[config.mk]
export PLATFORM = sky130hd
export DESIGN_NAME = down_counter
export DESIGN_NICKNAME = d
export VERILOG_FILES = /design/src/rtl/down_counter.sv
export SDC_FILE = /design/constraint.sdc
export NUM_CORES = 1
export LEC_CHECK = 0
export BUFFER_PORTS_ARGS = -buffer_cell sky130_fd_sc_hd__buf_2
export CAP_MARGIN = 20
export CORE_MARGIN = 4
export CORE_UTILIZATION = 49
export DETAILED_ROUTE_END_ITERATION = 8
export PLACE_DENSITY_LB_ADDON = 0.25
export SYNTH_ARGS = -nofsm -noshare
export SYNTH_HDL_FRONTEND = slang
export SYNTH_SLANG_ARGS = --single-unit
[constraint.sdc]
create_clock -name clk -period 2.05 [get_ports clk]
set_input_delay 0.1025 -clock clk [delete_from_list [all_inputs] [get_ports clk]]
set_output_delay 0.1025 -clock clk [all_outputs]
set_load 0.01 [all_outputs]
[src/rtl/down_counter.sv]
// Loadable WIDTH-bit down-counter/timer with a registered terminal-count pulse.
// Define DOWN_COUNTER_AUTO_RELOAD_EN to restart from the reload value instead of stopping in DONE.
module down_counter #(
  parameter int WIDTH = 8
) (
  input  logic             clk,
  input  logic             reset,
  input  logic             load,
  input  logic [WIDTH-1:0] data,
  input  logic             en,
  output logic [WIDTH-1:0] out,
  output logic             tc,
  output logic             busy,
  output logic             done
);

  typedef enum logic [1:0] {
    IDLE = 2'd0,
    RUN  = 2'd1,
    DONE = 2'd2
  } state_e;

  state_e           state_q, state_d;
  logic [WIDTH-1:0] out_q, out_d;
  logic [WIDTH-1:0] reload_q, reload_d;
  logic             tc_q, tc_d;
  logic             busy_q, busy_d;
  logic             done_q, done_d;

  always_comb begin
    state_d  = state_q;
    out_d    = out_q;
    reload_d = reload_q;
    tc_d     = 1'b0;
    if (load) begin
      out_d    = data;
      reload_d = data;
      state_d  = (data != '0) ? RUN : IDLE;
    end else begin
      case (state_q)
        RUN: begin
          if (en) begin
            // out is never 0 in RUN, so the decrement cannot wrap
            if (out_q == WIDTH'(1)) begin
              tc_d = 1'b1;
`ifdef DOWN_COUNTER_AUTO_RELOAD_EN
              out_d   = reload_q;
              state_d = RUN;
`else
              out_d   = '0;
              state_d = DONE;
`endif
            end else begin
              out_d = out_q - WIDTH'(1);
            end
          end
        end
        DONE: begin
          out_d = '0;
        end
        default: begin
          state_d = state_q;
        end
      endcase
    end
    busy_d = (state_d == RUN);
    done_d = (state_d == DONE);
  end

  always_ff @(posedge clk) begin
    if (!reset) begin
      state_q  <= IDLE;
      out_q    <= '0;
      reload_q <= '0;
      tc_q     <= 1'b0;
      busy_q   <= 1'b0;
      done_q   <= 1'b0;
    end else begin
      state_q  <= state_d;
      out_q    <= out_d;
      reload_q <= reload_d;
      tc_q     <= tc_d;
      busy_q   <= busy_d;
      done_q   <= done_d;
    end
  end

  assign out  = out_q;
  assign tc   = tc_q;
  assign busy = busy_q;
  assign done = done_q;

endmodule

# Yosys cells after proc, flatten, opt, wreduce, memory -nomap -nowiden

Cells that the tools add are included.

Register bits: 13
Logic and storage cells: 29

Add/subtract/negate cells: 1
Multiplexer cells: 10
Reduce and logical (&&, ||, !) cells: 4
Eq/ne operators: 6
Bitwise operators: 3

Operators by type and width:

| cell                                             | count |
|---|---|
| 2-to-1 mux 8 bit                                 | 3 |
| case mux 8 bit (2 select lines)                  | 1 |
| == test 8 x 1 -> 1 bit, second input constant    | 1 |
| 2-to-1 mux 2 bit                                 | 4 |
| nonzero test 8 bit                               | 1 |
| subtractor 8 x 1 -> 8 bit, second input constant | 1 |
| == test 2 x 1 -> 1 bit, second input constant    | 2 |
| == test 2 bit, second input constant             | 2 |
| OR reduction 4 bit                               | 1 |
| inequality test 3 bit, second input constant     | 1 |
| NOT 1 bit                                        | 3 |
| nonzero test 3 bit                               | 1 |
| 2-to-1 mux 1 bit                                 | 2 |
| AND reduction 2 bit                              | 1 |

# Longest topological paths before layout

Gate-level depths: netlist of the first run.

Depth in word-level cells: 6
Mapped depth: 6
Depth with buffers taken out: 6

# Worst setup path before layout of the first run

OpenSTA, ideal clock, no wires.

Path kind: register to register
Start point: reg out_q[0] (netlist: out[0])
End point: reg out_q[6] (netlist: out[6])
Cell stages (with the launch flop): 6
Library setup time: 0.092 ns
Arrival time: 1.450 ns
Setup slack: 0.508 ns
Data required time: 1.958 ns
Path through: dfxtp_1 > inv_1 > ha_1 > or3b_1 > o41a_1 > o32ai_1

Longest elaborated chain between the ends: 5
Elaborated cells on any way between the ends: 6

Ends and longest elaborated chain:

| element                                                             | RTL line | RTL |
|---|---|---|
| start: declaration                                                  | 24       | `logic [WIDTH-1:0] out_q, out_d;` |
| start signal: assignment                                            | 80       | `out_q <= out_d;` |
| subtractor 8 x 1 -> 8 bit or == test 8 x 1 -> 1 bit (tied branches) | 54, 44   |  |
| 2-to-1 mux 8 bit (*)                                                | 44       | `if (out_q == WIDTH'(1)) begin` |
| 2-to-1 mux 8 bit (*)                                                | 42       | `if (en) begin` |
| case mux 8 bit (2 select lines) (*)                                 | 40       | `case (state_q)` |
| 2-to-1 mux 8 bit (*)                                                | 35       | `if (load) begin` |

Every way passes the cells marked *; elsewhere a longest branch is shown, timed or not. The select of a mux whose other input is x is not followed.
A chain may end at the register's enable or synchronous reset.

# Worst setup path after layout of the first run

Same ends and word-level chain as after synthesis.

==> metrics.txt, run 1 <==
Int Pwr=between 0.4 and 0.5 mW; Compound-Gate Fraction of Synth Area=0.238; post-synthesis instance area=about 760 um^2; GRT Util Overall=0.201; Critical Path, Cell by Cell=inv_1 -> ha_1 -> or3b_1 -> o41a_1 -> o32ai_1; top-area cell type share of the netlist area=0.343; synth top area cells=dfxtp_1 34%, nand3_1 5.3%, a21oi_1 4.0%; routability cong.=0.890; sequential area share after synthesis=0.343; Crit-path slowest cell=or3b_1; Clock Sinks=13; kind of critical path=register to register; Inserted Diodes=0; Mapped Avg Cell Area=roughly 8.6 um^2; multiplexer share of the synthesized area=0; Wirelength per Cell=15.3 um; run status=complete, no violations; area grow syn2layout=17.3%; port bufs=22; largest family of logic cells by synthesized area=simple AND/OR/NAND/NOR gates; Pwr per Cell Area=687 nW/um^2; Worst slew margin=0.596; worst-path fanout max=4; Via-to-Cell Ratio=roughly 6.3; Die W=around 47 um; measured slew at the worst slew-check pin=approximately 600 ps; Distinct cells, synth=34; Remaining Overflow, GRT=0; LEAKAGE=roughly 0.38 nW; multi-input combinational cell area=around 450 um^2; detailed-route DRC error count=0; post-CTS setup buffers=0; final hold violations=0; Clk pin slew, worst setup/hold paths=90 ps; number of global-route vias before repair=approximately 730; Die Y=about 47 um; FFs w/ async S/R, synth=0; layout cells sized above 1=0.288; Post-synth EDFFs=0; core area=about 1400 um^2; vias=about 790; Synth Area in Simple Gates=0.325; fin cells=between 100 and 150; final worst setup slack=about 350 ps; TritonCTS Buffers=3; Clock Power Share=0.276; min Tclk post-route=about 1700 ps; Clock Skews=approximately 3.8 ps; data required time of the critical path=~2200 ps; first-pass GRT wire length=~3200 um; pre-CTS setup slack=roughly 400 ps; CTS H-tree lvls=1; nets@finish=about 130; leading area contributor after synthesis=dfxtp_1; 1st-pass router iterations=4; Post-Syn Nets=~100; largest net degree at the start of global routing=14; top_reg_cell synth=dfxtp_1; I/O Pins=23; Hold Path Class=input pin to register; number of gates resized after cts=0; max incr delay on CP=about 430 ps; Max VDD drop=~540 uV; Seq pwr share=0.477; most frequent cells in the layout=22 x buf_2, 13 x dfxtp_1, 8 x nand3_1; commonest non-fill, non-tap cell in the layout=buf_2; worst path bufs/invs=1; Post-Synth XOR/XNOR Area=0; register bit count reported by yosys=13; max frequency=0.588 GHz; YS warnings=0; CTS tree=yes; ANT nets after route=0; initial DRC count=35; filler instances=roughly 110; CP endpoint kind=register; RSZ-0062 raised after global routing=false; max cap viols=0; Logic pwr share=0.246; max-slew violations=0; Post-Synthesis Cells=between 80 and 90; cell family with most CP delay=compound AO/OA/AOI/OAI gates; initial core utilization=0.548; row cnt=13; net switching power=between 0.2 and 0.25 mW; initial antenna violation count=0; Worst EP arrival=about 1900 ps; final critical-path share of the clock period=0.830; Final setup viols=0; CTS Buffer Depth=2; Final HPWL DP=~1500 um; drt total wl=1920 um; Post-Synth Adder-Cell Area=0.0330; dpl cells=approximately 120; Clock Latency Late Sink=~280 ps; setup total negative slack=0 ps; # hold bufs at CTS=0; root buffer cell=clkbuf_4; register area=~260 um^2; die area=2240 um^2; sw frac=0.334; Startpoint Class=register
-- cells by family (layout without fill, tap and decap cells) --
| kind of cell | after synthesis | count (layout) |
|---|---|---|
| compound gates | 23 | 23 |
| simple gates | 41 | 41 |
| flops | 13 | 13 |
| buf+inv | 9 | 32 |
| fa+ha+maj | 2 | 2 |
-- cell type report --
| type | count | share of cell area |
|---|---|---|
| clock buffer | 4 | 0.0295 |
| inverter | 6 | 0.0253 |
| multi-input combinational | 66 | 0.508 |
| sequential | 13 | 0.293 |
| tap | 15 | 0.0211 |
| timing repair buffer | 22 | 0.124 |
-- layer usage --
metal	global-route usage	wire length, um	vias up
li1	-	-	381
met4	0.0884	36	0
met1	0.281	842	348
met2	0.302	859	57
met5	0	0	-
met3	0.0307	185	8
-- worst paths after layout --
kind                                  from          to  slack, ps  cells after the start
worst max-delay path                out[0]      out[6]        350                      5
worst min-delay path               data[5]      out[5]         50                      3
worst max register to register      out[0]      out[6]        350                      5
worst min register to register  state_q[1]  state_q[1]        520                      2
-- cell usage after synthesis (3+ instances only) --
| master | count |
|---|---|
| a211oi_1 | 3 |
| a21oi_1 | 6 |
| dfxtp_1 | 13 |
| inv_1 | 5 |
| nand2_1 | 7 |
| nand3_1 | 8 |
| nand4_1 | 3 |
| nor2_1 | 7 |
| nor4_1 | 4 |
-- stage by stage --
stage / power, mW / instance area, um^2 / hold WS [ps] / utilization
finish: 0.611 / 890 / 52.1 / 0.643
global route: 0.643 / 890 / 76.2 / 0.643
CTS: 0.607 / 890 / 65.2 / 0.643
detailed placement: 0.445 / 863 / 352 / 0.624
global placement: 0.443 / 863 / 347 / 0.624
floorplan: 0.397 / 758 / 235 / -
-- worst min-delay path, cell delays in order --
cell	delay, ps
buf_2	90
nand3_1	50
nand3_1	60
-- power groups by stage --
stage                     Clock [mW]  Sequential [mW]  Combinational, mW
after floorplan                    0            0.300             0.0966
after global placement             0            0.295              0.148
after detailed placement           0            0.297              0.148
after CTS                      0.167            0.291              0.149
after global routing           0.182            0.294              0.167
final                          0.169            0.292              0.151
-- state kept, by name (all words and copies together), names as in the netlist --
register / flops
busy: 1
state_q: 2
out: 8
done: 1
tc: 1
Note: power is estimated with default switching activity, not from simulation.
==> run 2, diff against run 1 <==
--- a/config.mk
+++ b/config.mk
@@ -5,10 +5,11 @@
 export SDC_FILE = /design/constraint.sdc
 export NUM_CORES = 1
 export LEC_CHECK = 0
+export ABC_AREA = 1
 export BUFFER_PORTS_ARGS = -buffer_cell sky130_fd_sc_hd__buf_2
 export CAP_MARGIN = 20
 export CORE_MARGIN = 4
-export CORE_UTILIZATION = 49
+export CORE_UTILIZATION = 44
 export DETAILED_ROUTE_END_ITERATION = 8
 export PLACE_DENSITY_LB_ADDON = 0.25
 export SYNTH_ARGS = -nofsm -noshare
==> constraint.sdc (replaced) <==
create_clock -name clk -period 1.5 [get_ports clk]
set_input_delay 0.075 -clock clk [delete_from_list [all_inputs] [get_ports clk]]
set_output_delay 0.075 -clock clk [all_outputs]
set_load 0.01 [all_outputs]
==> run 2 against run 1 <==
Non-clock buffer count unchanged. Core utilization fell by 5.4 points. Final area rose by 5.6%. Fmax rose by 34%. First-iteration DRC count shrank 23%. Sequential power increased by 38%. Highest routed layer unchanged. Critical endpoint is now out[0]. Clock skew rose by 1.0 ps. Critical path type unchanged. Count of clock-buffer cells in the layout did not move. Sequential share of layout area shrank 1.6 points.
==> metrics.txt, run 2 <==
sequential area share after synthesis=0.332; Final setup viols=0; nets@finish=~150; Startpoint Class=register; LEAKAGE=~0.45 nW; largest net degree at the start of global routing=13; Die W=between 50 and 60 um; max frequency=roughly 0.79 GHz; drt total wl=roughly 1800 um; row cnt=14; number of gates resized after cts=0; initial core utilization=0.491; Post-Synthesis Cells=108; most frequent cells in the layout=22 x buf_2, 16 x nand2_1, 13 x a21oi_1, 13 x dfxtp_1, 12 x nor2_1; CTS Buffer Depth=2; reg2reg start=out[1]; fin util=0.589; detailed-route DRC error count=0; register area=around 260 um^2; reg-to-reg endpoint=out[0]; ANT nets after route=0; GRT Util Overall=0.163; max incr delay on CP=approximately 370 ps; run status=complete, no violations; first-pass GRT wire length=approximately 3200 um; register bit count reported by yosys=13; Synth Area in Simple Gates=0.335; commonest non-fill, non-tap cell in the layout=buf_2; initial DRC count=27; pre-CTS setup slack=approximately 260 ps; final critical-path share of the clock period=0.847; 1st-pass router iterations=4; die area=2520 um^2; layout cells sized above 1=0.326; Crit-path slowest cell=dfxtp_1; RSZ-0062 raised after global routing=false; final hold violations=0; min Tclk post-route=1270 ps; max cap viols=0; GR Layer Usage met1=0.207; synth top area cells=dfxtp_1 33%, a21oi_1 8.3%, nand2_1 7.7%; Die Y=roughly 50 um; R2R setup slack=about 230 ps; grt met3 use=0.0414; Inserted Diodes=0; number of global-route vias before repair=749; CP endpoint=out[0]; CP endpoint kind=register; leading area contributor after synthesis=dfxtp_1; Worst EP arrival=between 1000 and 1500 ps; count leader, synth=nand2_1; FFs w/ async S/R, synth=0; post-synthesis instance area=~800 um^2; Distinct cells, synth=25; CTS tree=yes; Post-Synth Adder-Cell Area=0.0319; data required time of the critical path=~1700 ps; # hold bufs at CTS=0; Clk pin slew, worst setup/hold paths=90 ps; area grow syn2layout=20.0%; CP Launch Point=out[1]; Wirelength per Cell=about 11 um; FF-to-FF path depth=7; Post-Syn Nets=roughly 120; core area=~1600 um^2; M2 GR Usage=0.252; Via-to-Cell Ratio=4.76; final worst setup slack=between 200 and 250 ps; Post-synth EDFFs=0; Post-Synth XOR/XNOR Area=0.0335; largest family of logic cells by synthesized area=simple AND/OR/NAND/NOR gates; Remaining Overflow, GRT=0; Worst slew margin=0.809; post-CTS setup buffers=0; setup total negative slack=0 ps; CTS H-tree lvls=1; filler instances=~150; most utilized layer in the global route result=met2; Critical Path, Cell by Cell=inv_1 -> ha_1 -> nand3_1 -> nor2_4 -> nor2_4 -> nand2_1 -> a21oi_2; multiplexer share of the synthesized area=0; Commonest cells post-synth=16 x nand2_1, 13 x a21oi_1, 13 x dfxtp_1, 12 x nor2_1, 9 x inv_1; Hold Path Class=input pin to register; YS warnings=0; multi-input combinational cell area=463 um^2; worst hold slack=around 90 ps; Clock Skews=approximately 4.8 ps; Mapped Avg Cell Area=slightly above 7 um^2; vias=742; Power Total=slightly below 0.9 mW; max FFs per register=8; worst-path fanout max=7; Clock Latency Late Sink=280 ps; Clock Sinks=13; Max VDD drop=around 530 uV; root buffer cell=clkbuf_4; I/O Pins=23; TritonCTS Buffers=3; top-area cell type share of the netlist area=0.332; initial antenna violation count=0; kind of critical path=register to register; max-slew violations=0; Crit path top cell by count=nor2_4; port bufs=22; measured slew at the worst slew-check pin=between 200 and 300 ps; Final HPWL DP=1370 um; Compound-Gate Fraction of Synth Area=0.190; Pwr per Cell Area=roughly 930 nW/um^2; routability cong.=between 0.8 and 0.9; top_reg_cell synth=dfxtp_1
-- run 2: per-stage QoR --
step                      area [um^2]  instances
after floorplan                   783        108
after global placement            913        152
after detailed placement          913        152
after CTS                         940        156
after global routing              940        156
final                             940        156
-- run 2: cell families after synthesis --
logic type	count (synthesis)
flops	13
simple gates	50
xor+xnor	3
fa+ha+maj	2
buf+inv	14
compound gates	26
-- run 2: worst max-delay path: cells and delay by family, from the launching register on --
| kind | cells | cell delay (ps) |
|---|---|---|
| AOI/OAI and AO/OA | 1 | 130 |
| DFF | 1 | 370 |
| and+or+nand+nor | 4 | 460 |
| buffers and inverters | 1 | 80 |
| adders and majority gates | 1 | 180 |
-- run 2: how the worst min path moves through the flow --
stage / end / slack [ps] / depth (start not counted) / from
5_1_grt: out[6] / 110 / 3 / data[6]
3_3_place_gp: out[2] / 360 / 3 / data[2]
3_5_place_dp: out[2] / 380 / 3 / data[2]
2_1_floorplan: out[0] / 260 / 2 / data[0]
6_report: out[2] / 90 / 3 / data[2]
4_1_cts: out[2] / 90 / 3 / data[2]
-- run 2: report_power, final --
group | switching (mW) | total (mW) | internal [mW]
combinational | 0.150 | 0.249 | 0.0988
sequential | 0.0316 | 0.402 | 0.371
clock | 0.120 | 0.223 | 0.103
-- run 2: cell type report --
| type | count | area share |
|---|---|---|
| multi-input combinational | 81 | 0.493 |
| sequential | 13 | 0.277 |
| timing repair buffer | 22 | 0.117 |
| inverter | 12 | 0.0533 |
| tap | 24 | 0.0320 |
| clock buffer | 4 | 0.0280 |
-- run 2: metal layers --
metal | up-vias | wire, um
met2 | 18 | 798
met3 | 2 | 112
li1 | 400 | -
met4 | 0 | 14
met5 | - | 0
met1 | 322 | 837
==> run 3, diff against run 2 <==
--- a/config.mk
+++ b/config.mk
@@ -5,7 +5,7 @@
 export SDC_FILE = /design/constraint.sdc
 export NUM_CORES = 1
 export LEC_CHECK = 0
-export ABC_AREA = 1
+export ABC_AREA = 0
 export BUFFER_PORTS_ARGS = -buffer_cell sky130_fd_sc_hd__buf_2
 export CAP_MARGIN = 20
 export CORE_MARGIN = 4
==> constraint.sdc (replaced) <==
create_clock -name clk -period 1.1 [get_ports clk]
set_input_delay 0.055 -clock clk [delete_from_list [all_inputs] [get_ports clk]]
set_output_delay 0.055 -clock clk [all_outputs]
set_load 0.01 [all_outputs]
==> run 3 against run 2 <==
Fmax fell by 17%. Core utilization rose by 17 points. The flow now finishes with violations (setup timing). Routed wire length rose by 47%. Flip-flop and latch count did not move. Power rose by 48%. Largest power group unchanged. First-iteration DRC count rose by 37%. Hold slack got worse by 61 ps.
==> metrics.txt, run 3 (same netlist as run 1, synthesis figures left out) <==
net switching power=between 0.4 and 0.5 mW; max FFs per register=8; final worst setup slack=-436 ps; Die W=~50 um; Remaining Overflow, GRT=0; max cap viols=0; Inserted Diodes=0; Clock Sinks=13; Seq pwr share=0.419; max frequency=between 0.6 and 0.7 GHz; Clock Latency Late Sink=approximately 270 ps; row cnt=14; CTS H-tree lvls=1; vias=approximately 940; RSZ-0062 raised after global routing=true; CP endpoint kind=register; Worst EP arrival=1710 ps; LEAKAGE=0.521 nW; max-slew violations=0; initial core utilization=0.486; CTS Buffer Depth=2; Die Y=49.5 um; Int Pwr=between 0.8 and 0.9 mW; dpl cells=149; min Tclk post-route=roughly 1500 ps; sw frac=0.325; routability cong.=~0.96; CTS tree=yes; commonest non-fill, non-tap cell in the layout=buf_4; # hold bufs at CTS=0; initial DRC count=37; failing checks=setup timing; Startpoint Class=register; pre-CTS setup slack=-365 ps; Hold Path Class=input pin to register; number of global-route vias before repair=about 940; fin cells=154; Final HPWL DP=between 1500 and 2000 um; Pwr per Cell Area=between 1000 and 1500 nW/um^2; Clk pin slew, worst setup/hold paths=approximately 80 ps; Final setup viols=13; core area=1560 um^2; Logic pwr share=0.350; first-pass GRT wire length=between 4000 and 5000 um; largest net degree at the start of global routing=10; kind of critical path=register to register; GRT Util Overall=0.232; drt total wl=2600 um; layout cells sized above 1=0.536; Wirelength per Cell=16.9 um; root buffer cell=clkbuf_4; worst-path fanout max=7; final hold violations=0; ANT nets after route=0; Max VDD drop=roughly 610 uV; Worst slew margin=0.711; FF-to-FF path depth=6; measured slew at the worst slew-check pin=430 ps; TritonCTS Buffers=3; area grow syn2layout=55.3%; initial antenna violation count=0; run status=finished, violations left; Via-to-Cell Ratio=approximately 6.1; detailed-route DRC error count=0; die area=about 2500 um^2; I/O Pins=23; Hold Path Depth=3; 1st-pass router iterations=4; filler instances=between 100 and 150; final critical-path share of the clock period=1.40; data required time of the critical path=1270 ps; Clock Skews=between 4 and 5 ps; nets@finish=between 150 and 200; port bufs=22; most frequent cells in the layout=26 x buf_4, 22 x buf_2, 9 x dfxtp_1; Clock Power Share=0.231; R2R setup slack=-440 ps
-- run 3: power groups by stage --
stage / sequential, mW / clock (mW) / combinational, mW
after floorplan: 0.567 / 0 / 0.204
after global placement: 0.550 / 0 / 0.415
after detailed placement: 0.552 / 0 / 0.429
after CTS: 0.542 / 0.305 / 0.438
after global routing: 0.547 / 0.329 / 0.491
final: 0.542 / 0.299 / 0.453
-- run 3: final timing paths --
check	to	startpoint
worst max-delay path	out[0]	out[1]
worst min-delay path	out[7]	data[7]
worst max register to register	out[0]	out[1]
worst min register to register	out[6]	out[6]
-- run 3: worst max-delay path, cell delays in order (launching register included) --
cell and delay (ps):
dfxtp_4 370, inv_4 50, ha_4 140, nor4b_4 140, a211oi_4 400, a221oi_2 100, a211oi_1 250
-- run 3: cell type report --
cell class	instances	area [um^2]	share of cell area
well taps	16	20.0	0.0170
clock buffers	4	26.3	0.0223
flip-flops and latches	13	270	0.230
multi-input cells	66	517	0.439
inverters	6	27.5	0.0234
repair buffers	49	317	0.269
-- run 3: timing repair --
item,in CTS,in global routing
buffers inserted,0,1
endpoints found under the setup margin,13,13
resized for setup,4,1
hold endpoints to repair,0,0
pin swaps,6,7
-- run 3: routing by layer --
layer	vias up	part of all wire	track usage
met4	0	0.037	0.111
met5	-	0	0
met1	440	0.40	0.267
li1	433	-	-
met3	12	0.073	0.0271
met2	57	0.49	0.422
-- run 3: through the flow --
step                      total power, mW   util  instance area (um^2)  setup TNS (ps)  hold WS, ps
final                                1.29  0.755                  1180           -4550         26.9
after global routing                 1.37  0.755                  1180           -5700         45.8
after CTS                            1.28  0.746                  1160           -4230         24.5
after detailed placement            0.981  0.717                  1120           -4050          309
after global placement              0.964  0.717                  1120           -3280          304
after floorplan                     0.771      -                   822           -2480          201
